<file path="src/rtl/codec_config_sequencer_if.sv">
// Register-word handshake between the codec config sequencer
// and the I2C write engine.
interface codec_config_sequencer_if;
    logic [15:0] i2c_word;
    logic        i2c_ignition;
    logic        i2c_finish;
    logic [2:0]  i2c_ack;

    modport master (
        output i2c_word,
        output i2c_ignition,
        input  i2c_finish,
        input  i2c_ack
    );

    modport slave (
        input  i2c_word,
        input  i2c_ignition,
        output i2c_finish,
        output i2c_ack
    );
endinterface

</file>
<file path="src/rtl/codec_config_sequencer.sv">
// Walks the audio codec init table through the I2C write engine,
// retrying NACKed or timed-out words and reporting done/error.
module codec_config_sequencer #(
    parameter int unsigned SETTLE_CYCLES  = 50000,
    parameter int unsigned MAX_RETRIES    = 3,
    parameter int unsigned TIMEOUT_CYCLES = 1048575
) (
    input  logic                     clk,
    input  logic                     reset,
    input  logic                     start,
    codec_config_sequencer_if.master i2c,
    output logic                     busy,
    output logic                     done,
    output logic                     error,
    output logic [3:0]               reg_index,
    output logic [1:0]               retry_count
);

    typedef enum logic [3:0] {
        IDLE, LOAD, ARM, WAIT, CHECK,
        PASS, FAIL, SETTLE, DONE, ERROR
    } state_t;

    localparam logic [3:0]  LAST_IDX = 4'd10;
    localparam logic [19:0] TMO_LAST = 20'(TIMEOUT_CYCLES - 1);
    localparam logic [19:0] SET_LAST = 20'(SETTLE_CYCLES - 1);
    localparam logic [1:0]  RTY_LAST = 2'(MAX_RETRIES - 1);

    state_t      state_q, state_d;
    logic [15:0] word_q, word_d;
    logic [19:0] cnt_q, cnt_d;
    logic [3:0]  idx_d;
    logic [1:0]  rc_d;
    logic        ign_q, ign_d;
    logic        tmo;

    function automatic logic [15:0] tbl(input logic [3:0] i);
        case (i)
            4'd0:    tbl = 16'h1E00;
            4'd1:    tbl = 16'h0C00;
            4'd2:    tbl = 16'h0017;
            4'd3:    tbl = 16'h0217;
            4'd4:    tbl = 16'h0479;
            4'd5:    tbl = 16'h0679;
            4'd6:    tbl = 16'h0812;
            4'd7:    tbl = 16'h0A00;
            4'd8:    tbl = 16'h0E02;
            4'd9:    tbl = 16'h1000;
            4'd10:   tbl = 16'h1201;
            default: tbl = 16'h0000;
        endcase
    endfunction

    assign tmo = (cnt_q == TMO_LAST);

    always_ff @(posedge clk) begin
        if (!reset) state_q <= IDLE;
        else        state_q <= state_d;
    end

    // ARM refuses to leave while a stale finish from the last word is high
    always_comb begin
        state_d = state_q;
        unique case (state_q)
            IDLE, DONE, ERROR: if (start) state_d = LOAD;
            LOAD:   state_d = ARM;
            ARM: begin
                if (tmo)                 state_d = FAIL;
                else if (!i2c.i2c_finish) state_d = WAIT;
            end
            WAIT: begin
                if (i2c.i2c_finish) state_d = CHECK;
                else if (tmo)       state_d = FAIL;
            end
            CHECK:  state_d = (i2c.i2c_ack == 3'b111) ? PASS : FAIL;
            PASS:   state_d = (reg_index == LAST_IDX) ? DONE : SETTLE;
            FAIL:   state_d = (retry_count == RTY_LAST) ? ERROR : SETTLE;
            SETTLE: if (cnt_q == SET_LAST) state_d = LOAD;
            default: state_d = IDLE;
        endcase
    end

    always_comb begin
        word_d = word_q;
        cnt_d  = cnt_q;
        idx_d  = reg_index;
        rc_d   = retry_count;
        unique case (state_q)
            IDLE, DONE, ERROR: begin
                if (start) begin
                    idx_d = 4'd0;
                    rc_d  = 2'd0;
                end
            end
            LOAD: begin
                word_d = tbl(reg_index);
                cnt_d  = 20'd0;
            end
            ARM, WAIT, SETTLE: cnt_d = cnt_q + 20'd1;
            PASS: begin
                cnt_d = 20'd0;
                if (reg_index != LAST_IDX) begin
                    idx_d = reg_index + 4'd1;
                    rc_d  = 2'd0;
                end
            end
            FAIL: begin
                cnt_d = 20'd0;
                rc_d  = retry_count + 2'd1;
            end
            default: ;
        endcase
        ign_d = (state_d == ARM) || (state_d == WAIT)
             || (state_d == CHECK);
    end

    always_ff @(posedge clk) begin
        if (!reset) begin
            word_q      <= 16'h0000;
            cnt_q       <= 20'd0;
            reg_index   <= 4'd0;
            retry_count <= 2'd0;
            ign_q       <= 1'b0;
        end else begin
            word_q      <= word_d;
            cnt_q       <= cnt_d;
            reg_index   <= idx_d;
            retry_count <= rc_d;
            ign_q       <= ign_d;
        end
    end

    assign i2c.i2c_word     = word_q;
    assign i2c.i2c_ignition = ign_q;
    assign busy  = (state_q != IDLE) && (state_q != DONE)
                && (state_q != ERROR);
    assign done  = (state_q == DONE);
    assign error = (state_q == ERROR);

endmodule

</file>
<file path="src/flat_wrapper.sv">
// flat-port wrapper written by rule: the top's interface ports become plain ports
module codec_config_sequencer_flat 
#(
    parameter int unsigned SETTLE_CYCLES  = 50000,
    parameter int unsigned MAX_RETRIES    = 3,
    parameter int unsigned TIMEOUT_CYCLES = 1048575
)
  (clk, reset, start, busy, done, error, reg_index, retry_count, i2c_i2c_word, i2c_i2c_ignition, i2c_i2c_finish, i2c_i2c_ack);
  codec_config_sequencer_if i2c_i ();
  input  logic clk;
  input  logic reset;
  input  logic start;
  output logic busy;
  output logic done;
  output logic error;
  output logic [3:0] reg_index;
  output logic [1:0] retry_count;
  output wire logic [$bits(i2c_i.i2c_word)-1:0] i2c_i2c_word;
  output wire logic [$bits(i2c_i.i2c_ignition)-1:0] i2c_i2c_ignition;
  input wire logic [$bits(i2c_i.i2c_finish)-1:0] i2c_i2c_finish;
  input wire logic [$bits(i2c_i.i2c_ack)-1:0] i2c_i2c_ack;
  assign i2c_i2c_word = i2c_i.i2c_word;
  assign i2c_i2c_ignition = i2c_i.i2c_ignition;
  assign i2c_i.i2c_finish = i2c_i2c_finish;
  assign i2c_i.i2c_ack = i2c_i2c_ack;
  codec_config_sequencer #(.SETTLE_CYCLES(SETTLE_CYCLES), .MAX_RETRIES(MAX_RETRIES), .TIMEOUT_CYCLES(TIMEOUT_CYCLES)) u_core (.clk(clk), .reset(reset), .start(start), .i2c(i2c_i), .busy(busy), .done(done), .error(error), .reg_index(reg_index), .retry_count(retry_count));
endmodule
</file>
<file path="config.mk">
export PLATFORM = sky130hd
export DESIGN_NAME = codec_config_sequencer_flat
export DESIGN_NICKNAME = d
export VERILOG_FILES = /design/src/rtl/codec_config_sequencer_if.sv /design/src/rtl/codec_config_sequencer.sv /design/src/flat_wrapper.sv
export SDC_FILE = /design/constraint.sdc
export NUM_CORES = 1
export LEC_CHECK = 0
export CORE_MARGIN = 2
export CORE_UTILIZATION = 29
export DETAILED_ROUTE_END_ITERATION = 6
export HOLD_SLACK_MARGIN = 0.12
export PLACE_DENSITY = 0.47
export SYNTH_ARGS = -nofsm -noshare
export SYNTH_HDL_FRONTEND = slang
export SYNTH_SLANG_ARGS = --single-unit
</file>
<file path="constraint.sdc">
create_clock -name clk -period 1.54 [get_ports clk]
set_input_delay 0.308 -clock clk [delete_from_list [all_inputs] [get_ports clk]]
set_output_delay 0.308 -clock clk [all_outputs]
set_load 0.02 [all_outputs]
</file>
==> impl_metrics.py, run 1 <==
metrics = {
    "status": {
        "outcome": "finished with violations",
        "violations": "negative setup slack",
    },
    "timing": {
        "rsz0062_at_grt": "true",
        "finalHoldViolCount": 0,
        "whs_ns": 0.453,
        "slew_viol_final": 0,
        "max_freq_mhz": 647,
        "period_share": 1.00,
        "period_minus_slack_ns": 1.54,
        "setup_violations": 3,
        "fin_setup_tns_ns": -0.00797,
        "fin_ws_ns": -0.00492,
        "finClkSkew_ns": 0.0132,
    },
    "clocking": {
        "path_clk_slew_ns": 0.09,
        "numCtsBuffers": 5,
        "htreeDepth": 2,
        "cts_sinks": 40,
        "cts_tree": "built",
        "cts_root_buffer": "clkbuf_8",
        "clock_path_buffers": 2,
        "clk_latency_ns": 0.30,
    },
    "die": {
        "die_y_um": 93,
        "rows": 32,
        "design.die.area_mm2": 0.00865,
        "die_w_um": 93,
        "core_mm2": 0.00769,
        "ios": 33,
        "initial_utilization": 0.299,
    },
    "critical_path": {
        "critPathLaunchType": "flip-flop",
        "cp_max_fo": 4,
        "r2r-start": "u_core.cnt_q[7]",
        "worst_ep_arrival_time_ns": 1.74,
        "cp_slowest_cell": "dfxtp_2",
        "cpPeakStageDelay_ns": 0.35,
        "reg2reg_depth": 5,
        "crit_required_ns": 1.74,
        "worst-path-buf-inv": 0,
        "r2r_setup_slack_ns": -0.005,
        "cp-end-kind": "flip-flop",
        "r2r-end": "u_core.state_q[1]",
        "path_cells": "nor4_2 > and3_1 > nand4_1 > a21o_1 > o2111a_1",
        "crit_family": "simple AND/OR/NAND/NOR gates",
        "worstSetupPathType": "reg2reg",
    },
    "yosys": {
        "synth_simple_gate_area_frac": 0.299,
        "async_flop_share": 0,
        "syn_area_per_cell_um2": 8.41,
        "synth_compound_area_frac": 0.136,
        "ys_seq_area_frac": 0.349,
        "ys_ff_latch": 40,
        "synthMuxAreaShare": 0.0136,
        "synth-xor-area-share": 0.0763,
        "synth_top_family_by_area": "simple AND/OR/NAND/NOR gates",
        "synth_top_area_frac": 0.349,
        "synth_area_leaders": "dfxtp_1, ha_1, nor2_1, xor2_1, nand2_1",
        "syn_inst": 273,
        "synth_common_cells": "dfxtp_1, nor2_1, nand2_1",
        "synthAdderAreaFrac": 0.0599,
        "ys_types": 56,
        "yosysMostFrequentCell": "dfxtp_1",
        "synth_top_area_cell": "dfxtp_1",
        "synth_edf_count": 0,
        "syn_area_mm2": 0.00230,
        "synthFlopType": "dfxtp_1",
        "ys.warnings.count": 0,
    },
    "pwr": {
        "leakagePower_nw": 1.46,
        "ir_drop_mv": 0.283,
        "powerDensity_mw_per_mm2": 784,
        "total_power_mw": 2.62,
    },
    "min_path": {
        "timing.hold.worst_path_depth": 2,
        "whs_endpoint": "u_core.i2c.i2c_word[2]",
        "hp-start": "u_core.i2c.i2c_word[2]",
        "hold_class": "reg2reg",
    },
    "placed_design": {
        "dp_cells": 439,
        "place_ws_ns": -0.313,
        "io_buffer_count": 27,
        "hpwl_mm": 4.24,
        "gp_congestion": 0.828,
        "postPlaceCellArea_mm2": 0.00300,
    },
    "finish": {
        "finalNetCount": 368,
        "fin_area_mm2": 0.00334,
        "insertedDiodeCount": 0,
        "synthToLayoutAreaGrowth_pct": 45.5,
        "drive_above_1_share": 0.330,
        "fill_cells": 779,
        "layoutNonFillerInstCount": 453,
        "fin_util": 0.435,
    },
    "detailed_routing": {
        "drc_errors": 0,
        "routed_wl_mm": 5.85,
        "vias_per_cell": 4.67,
        "drt_iter0_drc": 64,
        "first_pass_iters": 4,
        "vias": 2114,
        "antenna_left": 0,
        "wl_per_cell_um": 12.9,
    },
    "grt": {
        "antenna_found_initial": 0,
        "met1_usage": 0.174,
        "met3_usage": 0.0266,
        "grt_first_pass_wirelength_mm": 9.96,
        "grt_max_degree": 21,
        "grt.total_usage": 0.144,
        "grt_busiest_layer": "met2",
        "gr-total-overflow": 0,
        "first_global_vias": 2142,
        "met2_usage": 0.261,
    },
    "run": {
        "drv_cap": 0,
    },
}
[timing repair]
action,CTS,global route
resized for setup,46,39
setup endpoints to repair,47,39
pin swaps,6,12
hold buffers,0,0
buffers inserted,4,1
gates cloned,0,1
[flip-flops by register name (all words and copies together) (netlist names)]
register                 count
u_core.retry_count           2
u_core.state_q               4
u_core.i2c.i2c_ignition      1
u_core.cnt_q                20
u_core.reg_index             4
u_core.i2c.i2c_word          9
[cell type report]
class,count,area [µm²],area share
clock inverters,1,30.0,0.00899
repair buffers,84,711,0.213
inverters,9,36.3,0.0109
flip-flops and latches,40,827,0.247
well taps,102,128,0.0382
clock buffers,7,96.3,0.0288
multi-input cells,210,1510,0.453
[where the power goes]
| part | switching [mW] | internal, mW |
|---|---|---|
| clock | 0.389 | 0.573 |
| combinational | 0.273 | 0.274 |
| sequential | 0.0350 | 1.08 |
| total | 0.697 | 1.92 |
[placed cells by master (no fill, tap or decap), drive strengths merged, types with 2 or more instances in the layout]
| cell type | instances |
|---|---|
| buf | 60 |
| dfxtp | 40 |
| nor2 | 34 |
| nand2 | 28 |
| dlygate4sd2 | 17 |
| nand3 | 13 |
| xor2 | 12 |
| ha | 11 |
| o21ai | 11 |
| inv | 9 |
| xnor2 | 8 |
| nor2b | 8 |
| and3 | 8 |
| nor3 | 8 |
| nand4 | 7 |
| clkbuf | 7 |
| a21oi | 6 |
| clkdlybuf4s50 | 6 |
| and2 | 5 |
| conb | 5 |
| nand2b | 4 |
| nand3b | 4 |
| nor4 | 3 |
| o211a | 3 |
| a21boi | 3 |
| a211o | 2 |
| a21o | 2 |
| mux2i | 2 |
| o21ba | 2 |
| a211oi | 2 |
| or3 | 2 |
| a31oi | 2 |
| o311ai | 2 |
[layer usage]
| metal | wire [µm] | part of all wire | vias up |
|---|---|---|---|
| li1 | - | - | 1082 |
| met1 | 2840 | 0.48 | 1000 |
| met2 | 2830 | 0.48 | 27 |
| met3 | 139 | 0.024 | 5 |
| met4 | 45 | 0.0077 | 0 |
| met5 | 0 | 0 | - |
[cell families after synthesis]
family                   Yosys count
AO/OA/AOI/OAI                     42
multiplexers                       3
buffers and inverters             27
flip-flops                        40
other                              1
XOR/XNOR                          20
adder cells (fa/ha/maj)           11
AND/OR/NAND/NOR                  129
[worst min-delay path, delay by kind of cell (launching register included)]
family	cells	cell delay, ns
AOI/OAI and AO/OA	1	0.05
DFF	1	0.31
and+or+nand+nor	1	0.05
[worst max-delay path by stage]
| stage | startpoint | depth (start not counted) | endpoint | slack [ns] |
|---|---|---|---|---|
| floorplan | u_core.reg_index[0] | 6 | u_core.i2c.i2c_ignition | 0.01 |
| global placement | i2c_i2c_ack[2] | 6 | u_core.i2c.i2c_ignition | -0.27 |
| detailed placement | i2c_i2c_ack[2] | 6 | u_core.i2c.i2c_ignition | -0.31 |
| CTS | u_core.reg_index[0] | 6 | u_core.i2c.i2c_ignition | -0.01 |
| global route | u_core.cnt_q[12] | 5 | u_core.i2c.i2c_ignition | -0.08 |
| finish | u_core.cnt_q[7] | 5 | u_core.state_q[1] | -0.005 |
No activity file was read; power rests on OpenSTA's default activity.
==> run 2, diff against run 1 <==
--- a/config.mk
+++ b/config.mk
@@ -9,7 +9,7 @@
 export CORE_UTILIZATION = 29
 export DETAILED_ROUTE_END_ITERATION = 6
 export HOLD_SLACK_MARGIN = 0.12
-export PLACE_DENSITY = 0.47
+export PLACE_DENSITY = 0.5
 export SYNTH_ARGS = -nofsm -noshare
 export SYNTH_HDL_FRONTEND = slang
 export SYNTH_SLANG_ARGS = --single-unit
==> impl_metrics.py, run 2 (synthesized netlist as in run 1, its figures left out) <==
metrics = {
    "status": {
        "outcome": "finished with violations",
        "violations": "negative setup slack",
    },
    "timing": {
        "fin_ws_ns": -0.0124,
        "period_share": 1.01,
        "finClkSkew_ns": 0.0109,
        "max_freq_mhz": 644,
        "setup_violations": 1,
        "period_minus_slack_ns": 1.55,
        "slew_viol_final": 0,
        "finalHoldViolCount": 0,
        "rsz0062_at_grt": "true",
    },
    "finish": {
        "layout_common_cells": "buf_4, nor2_1, nand2_1, dfxtp_1, dlygate4sd2_1",
        "regArea_um2": 830,
        "multi_input_area_mm2": 0.00148,
        "largest_reg_flops": 20,
        "final_common_cell": "buf_4",
        "synthToLayoutAreaGrowth_pct": 40.0,
        "insertedDiodeCount": 0,
        "fin_area_mm2": 0.00322,
        "finalNetCount": 362,
        "fill_cells": 831,
        "drive_above_1_share": 0.313,
        "max_flop_register": "u_core.cnt_q",
    },
    "detailed_routing": {
        "vias": 2089,
        "drc_errors": 0,
        "drt_iter0_drc": 67,
        "first_pass_iters": 4,
        "wl_per_cell_um": 12.6,
        "routed_wl_mm": 5.65,
        "vias_per_cell": 4.67,
        "antenna_left": 0,
    },
    "die": {
        "ios": 33,
        "die_y_um": 93,
        "rows": 32,
        "initial_utilization": 0.299,
        "die_w_um": 93,
        "design.die.area_mm2": 0.00865,
        "core_mm2": 0.00769,
    },
    "grt": {
        "grt_max_degree": 21,
        "first_global_vias": 1966,
        "grt_first_pass_wirelength_mm": 9.28,
        "antenna_found_initial": 0,
        "grt.total_usage": 0.134,
        "gr-total-overflow": 0,
    },
    "clocking": {
        "clk_latency_ns": 0.30,
        "clock_path_buffers": 2,
        "cts_tree": "built",
        "numCtsBuffers": 5,
        "cts_root_buffer": "clkbuf_8",
        "cts_sinks": 40,
        "htreeDepth": 2,
        "path_clk_slew_ns": 0.09,
    },
    "critical_path": {
        "crit_required_ns": 1.75,
        "worst_ep_arrival_time_ns": 1.76,
        "worstSetupPathType": "reg2reg",
        "critPathLaunchType": "flip-flop",
        "cp_max_fo": 5,
        "cp-end-kind": "flip-flop",
    },
    "pwr": {
        "powerDensity_mw_per_mm2": 761,
        "leakagePower_nw": 1.40,
        "ir_drop_mv": 0.383,
    },
    "placed_design": {
        "postPlaceCellArea_mm2": 0.00293,
        "gp_congestion": 0.844,
        "place_ws_ns": -0.380,
        "io_buffer_count": 27,
        "hpwl_mm": 4.06,
    },
    "min_path": {
        "hold_class": "reg2reg",
    },
    "run": {
        "drv_cap": 0,
    },
}
run 2: final timing paths:
kind / startpoint / slack, ns / cells after the start / to
worst max-delay path: u_core.reg_index[0] / -0.01 / 6 / u_core.i2c.i2c_ignition
worst min-delay path: u_core.i2c.i2c_word[10] / 0.45 / 2 / u_core.i2c.i2c_word[10]
worst max register to register: u_core.reg_index[0] / -0.01 / 6 / u_core.i2c.i2c_ignition
worst min register to register: u_core.i2c.i2c_word[10] / 0.45 / 2 / u_core.i2c.i2c_word[10]
run 2: final cells by class:
cell class	count	share of cell area
clock buffer	6	0.0292
clock inverter	2	0.00389
inverter	9	0.0113
multi-input combinational	210	0.460
sequential	40	0.258
tap	102	0.0397
timing repair buffer	78	0.198
run 2: per-layer routing:
metal  GRT usage  vias up  part of all wire
li1            -     1077                 -
met1       0.178      974              0.48
met2       0.215       30              0.47
met3      0.0298        8             0.030
met4      0.0478        0             0.016
met5           0        -                 0
run 2: metrics by stage:
step,hold WS (ns),instances,utilization,setup TNS (ns),power [mW]
floorplan,0.436,277,-,0,1.41
global placement,0.439,430,0.382,-1.11,1.62
detailed placement,0.447,430,0.382,-1.05,1.61
CTS,0.455,442,0.406,-0.0962,2.46
global route,0.470,447,0.418,-0.333,2.58
finish,0.452,447,0.418,-0.0124,2.45
run 2: power by group:
| part | total, mW | internal, mW | switching, mW |
|---|---|---|---|
| sequential | 1.11 | 1.08 | 0.0311 |
| clock | 0.817 | 0.415 | 0.402 |
| combinational | 0.523 | 0.252 | 0.270 |
run 2: timing repair:
action                     4_1_cts  5_1_grt
setup endpoints to repair       36       25
pin swaps                        6       16
resized for setup               47       26
buffers inserted                 4        6
hold buffers                     0        0
run 2: worst max-delay path, cell delays in order, from the launching register on:
cell	delay, ns
dfxtp_4	0.36
inv_4	0.06
ha_4	0.13
nand3b_4	0.11
a211o_1	0.33
a211o_1	0.30
a211oi_2	0.18
==> run 3, diff against run 2 <==
--- a/config.mk
+++ b/config.mk
@@ -6,10 +6,10 @@
 export NUM_CORES = 1
 export LEC_CHECK = 0
 export CORE_MARGIN = 2
-export CORE_UTILIZATION = 29
+export CORE_UTILIZATION = 30
 export DETAILED_ROUTE_END_ITERATION = 6
 export HOLD_SLACK_MARGIN = 0.12
-export PLACE_DENSITY = 0.5
+export PLACE_DENSITY = 0.51
 export SYNTH_ARGS = -nofsm -noshare
 export SYNTH_HDL_FRONTEND = slang
 export SYNTH_SLANG_ARGS = --single-unit
==> impl_metrics.py, run 3 (synthesized netlist as in run 1, its figures left out) <==
metrics = {
    "finish": {
        "largest_reg_flops": 20,
        "multi_input_area_mm2": 0.00151,
        "layout_common_cells": "buf_4, nor2_1, dfxtp_1",
        "fill_cells": 765,
        "finalNetCount": 363,
        "max_flop_register": "u_core.cnt_q",
        "drive_above_1_share": 0.325,
        "insertedDiodeCount": 0,
        "layoutNonFillerInstCount": 444,
        "regArea_um2": 828,
        "synthToLayoutAreaGrowth_pct": 43.1,
        "final_common_cell": "buf_4",
    },
    "critical_path": {
        "cpPeakStageDelay_ns": 0.41,
        "reg2reg_depth": 6,
        "crit_family": "compound AO/OA/AOI/OAI gates",
        "crit_cells": 6,
        "r2r-start": "u_core.state_q[1]",
        "crit_required_ns": 1.75,
        "worst_ep_arrival_time_ns": 1.75,
        "critPathLaunchType": "flip-flop",
        "worstSetupPathType": "reg2reg",
        "r2r-end": "u_core.i2c.i2c_ignition",
        "r2r_setup_slack_ns": 0.002,
        "worst-path-buf-inv": 1,
        "path_cells": "buf_8 > or3b_4 > o21ai_2 > a31oi_2 > a211o_1 > a211oi_2",
        "cp_slowest_cell": "or3b_4",
        "cp_max_fo": 10,
        "startpoint": "u_core.state_q[1]",
        "cp-end-kind": "flip-flop",
    },
    "clocking": {
        "cts_tree": "built",
        "htreeDepth": 2,
        "cts_hold_buf": 0,
        "cts_sinks": 40,
        "numCtsBuffers": 5,
        "path_clk_slew_ns": 0.08,
        "cts_root_buffer": "clkbuf_8",
        "clock_path_buffers": 2,
        "clk_latency_ns": 0.29,
    },
    "detailed_routing": {
        "antenna_left": 0,
        "routed_wl_mm": 5.65,
        "wl_per_cell_um": 12.7,
        "vias": 2073,
        "first_pass_iters": 4,
        "drt_iter0_drc": 63,
        "drc_errors": 0,
        "vias_per_cell": 4.67,
    },
    "pwr": {
        "leakagePower_nw": 1.43,
        "total_power_mw": 2.57,
        "powerDensity_mw_per_mm2": 782,
        "ir_drop_mv": 0.408,
    },
    "die": {
        "core_mm2": 0.00733,
        "rows": 31,
        "initial_utilization": 0.313,
        "die_w_um": 91.5,
        "die_y_um": 91.5,
        "design.die.area_mm2": 0.00837,
        "ios": 33,
    },
    "grt": {
        "gr-total-overflow": 0,
        "first_global_vias": 2109,
        "grt.total_usage": 0.139,
        "antenna_found_initial": 0,
        "grt_max_degree": 21,
        "grt_first_pass_wirelength_mm": 9.52,
    },
    "timing": {
        "period_share": 0.999,
        "slew_viol_final": 0,
        "period_minus_slack_ns": 1.54,
        "fin_setup_tns_ns": 0,
        "max_freq_mhz": 650,
        "setup_violations": 0,
        "rsz0062_at_grt": "true",
        "finalHoldViolCount": 0,
        "finClkSkew_ns": 0.0104,
    },
    "min_path": {
        "hp-start": "u_core.i2c.i2c_word[10]",
        "whs_endpoint": "u_core.i2c.i2c_word[10]",
        "timing.hold.worst_path_depth": 2,
        "hold_class": "reg2reg",
    },
    "placed_design": {
        "dp_cells": 431,
        "hpwl_mm": 4.20,
        "gp_congestion": 0.758,
        "io_buffer_count": 27,
    },
    "run": {
        "drv_cap": 0,
    },
    "status": {
        "outcome": "completed",
    },
}
## run 3: cell count changes in the layout (fill, tap and decap cells not counted), sizes merged
cell           delta
dlygate4sd2       -4
clkdlybuf4s50     +3
buf               +1
bufinv            +1
clkinv            -1
clkinvlp          -1
dlymetal6s2s      +1
## run 3: stage by stage
stage | hold slack (ns) | cell area [µm²] | setup slack, ns | util
6_report | 0.451 | 3290 | 0.00228 | 0.448
5_1_grt | 0.488 | 3290 | -0.0687 | 0.448
2_1_floorplan | 0.436 | 2330 | 0.0104 | -
3_5_place_dp | 0.451 | 2960 | -0.311 | 0.404
3_3_place_gp | 0.439 | 2960 | -0.283 | 0.404
4_1_cts | 0.460 | 3120 | -0.0159 | 0.426
## run 3: final cells by class
type	count	area share
Timing Repair Buffer	79	0.201
Inverter	9	0.0110
Tap cell	99	0.0377
Sequential cell	40	0.252
Multi-Input combinational cell	210	0.461
Clock buffer	6	0.0285
Clock inverter	1	0.00914
## run 3: worst reg2reg max path, cell delays in order, from the launching register on
cell	delay, ns
dfxtp_4	0.37
buf_8	0.14
or3b_4	0.41
o21ai_2	0.07
a31oi_2	0.06
a211o_1	0.25
a211oi_2	0.16
## run 3: worst max-delay path by stage
stage	end	slack [ns]
finish	u_core.i2c.i2c_ignition	0.002
global placement	u_core.i2c.i2c_ignition	-0.28
detailed placement	u_core.i2c.i2c_ignition	-0.31
floorplan	u_core.i2c.i2c_ignition	0.01
CTS	u_core.i2c.i2c_ignition	-0.02
global route	u_core.state_q[1]	-0.07
## run 3: routing by layer
metal | vias to the layer above | GRT usage | wire [µm]
met4 | 0 | 0.0316 | 63
li1 | 1072 | - | -
met5 | - | 0 | 0
met1 | 963 | 0.157 | 2470
met3 | 6 | 0.0398 | 223
met2 | 32 | 0.256 | 2900
## run 3: timing repair
| item | CTS | global route |
|---|---|---|
| resized for setup | 45 | 34 |
| pin swaps | 5 | 22 |
| buffers inserted | 1 | 5 |
| setup endpoints to repair | 36 | 33 |
## run 3: power by group
group | internal [mW] | switching, mW
clock network | 0.573 | 0.384
registers | 1.07 | 0.0312
logic | 0.246 | 0.263
total | 1.89 | 0.677
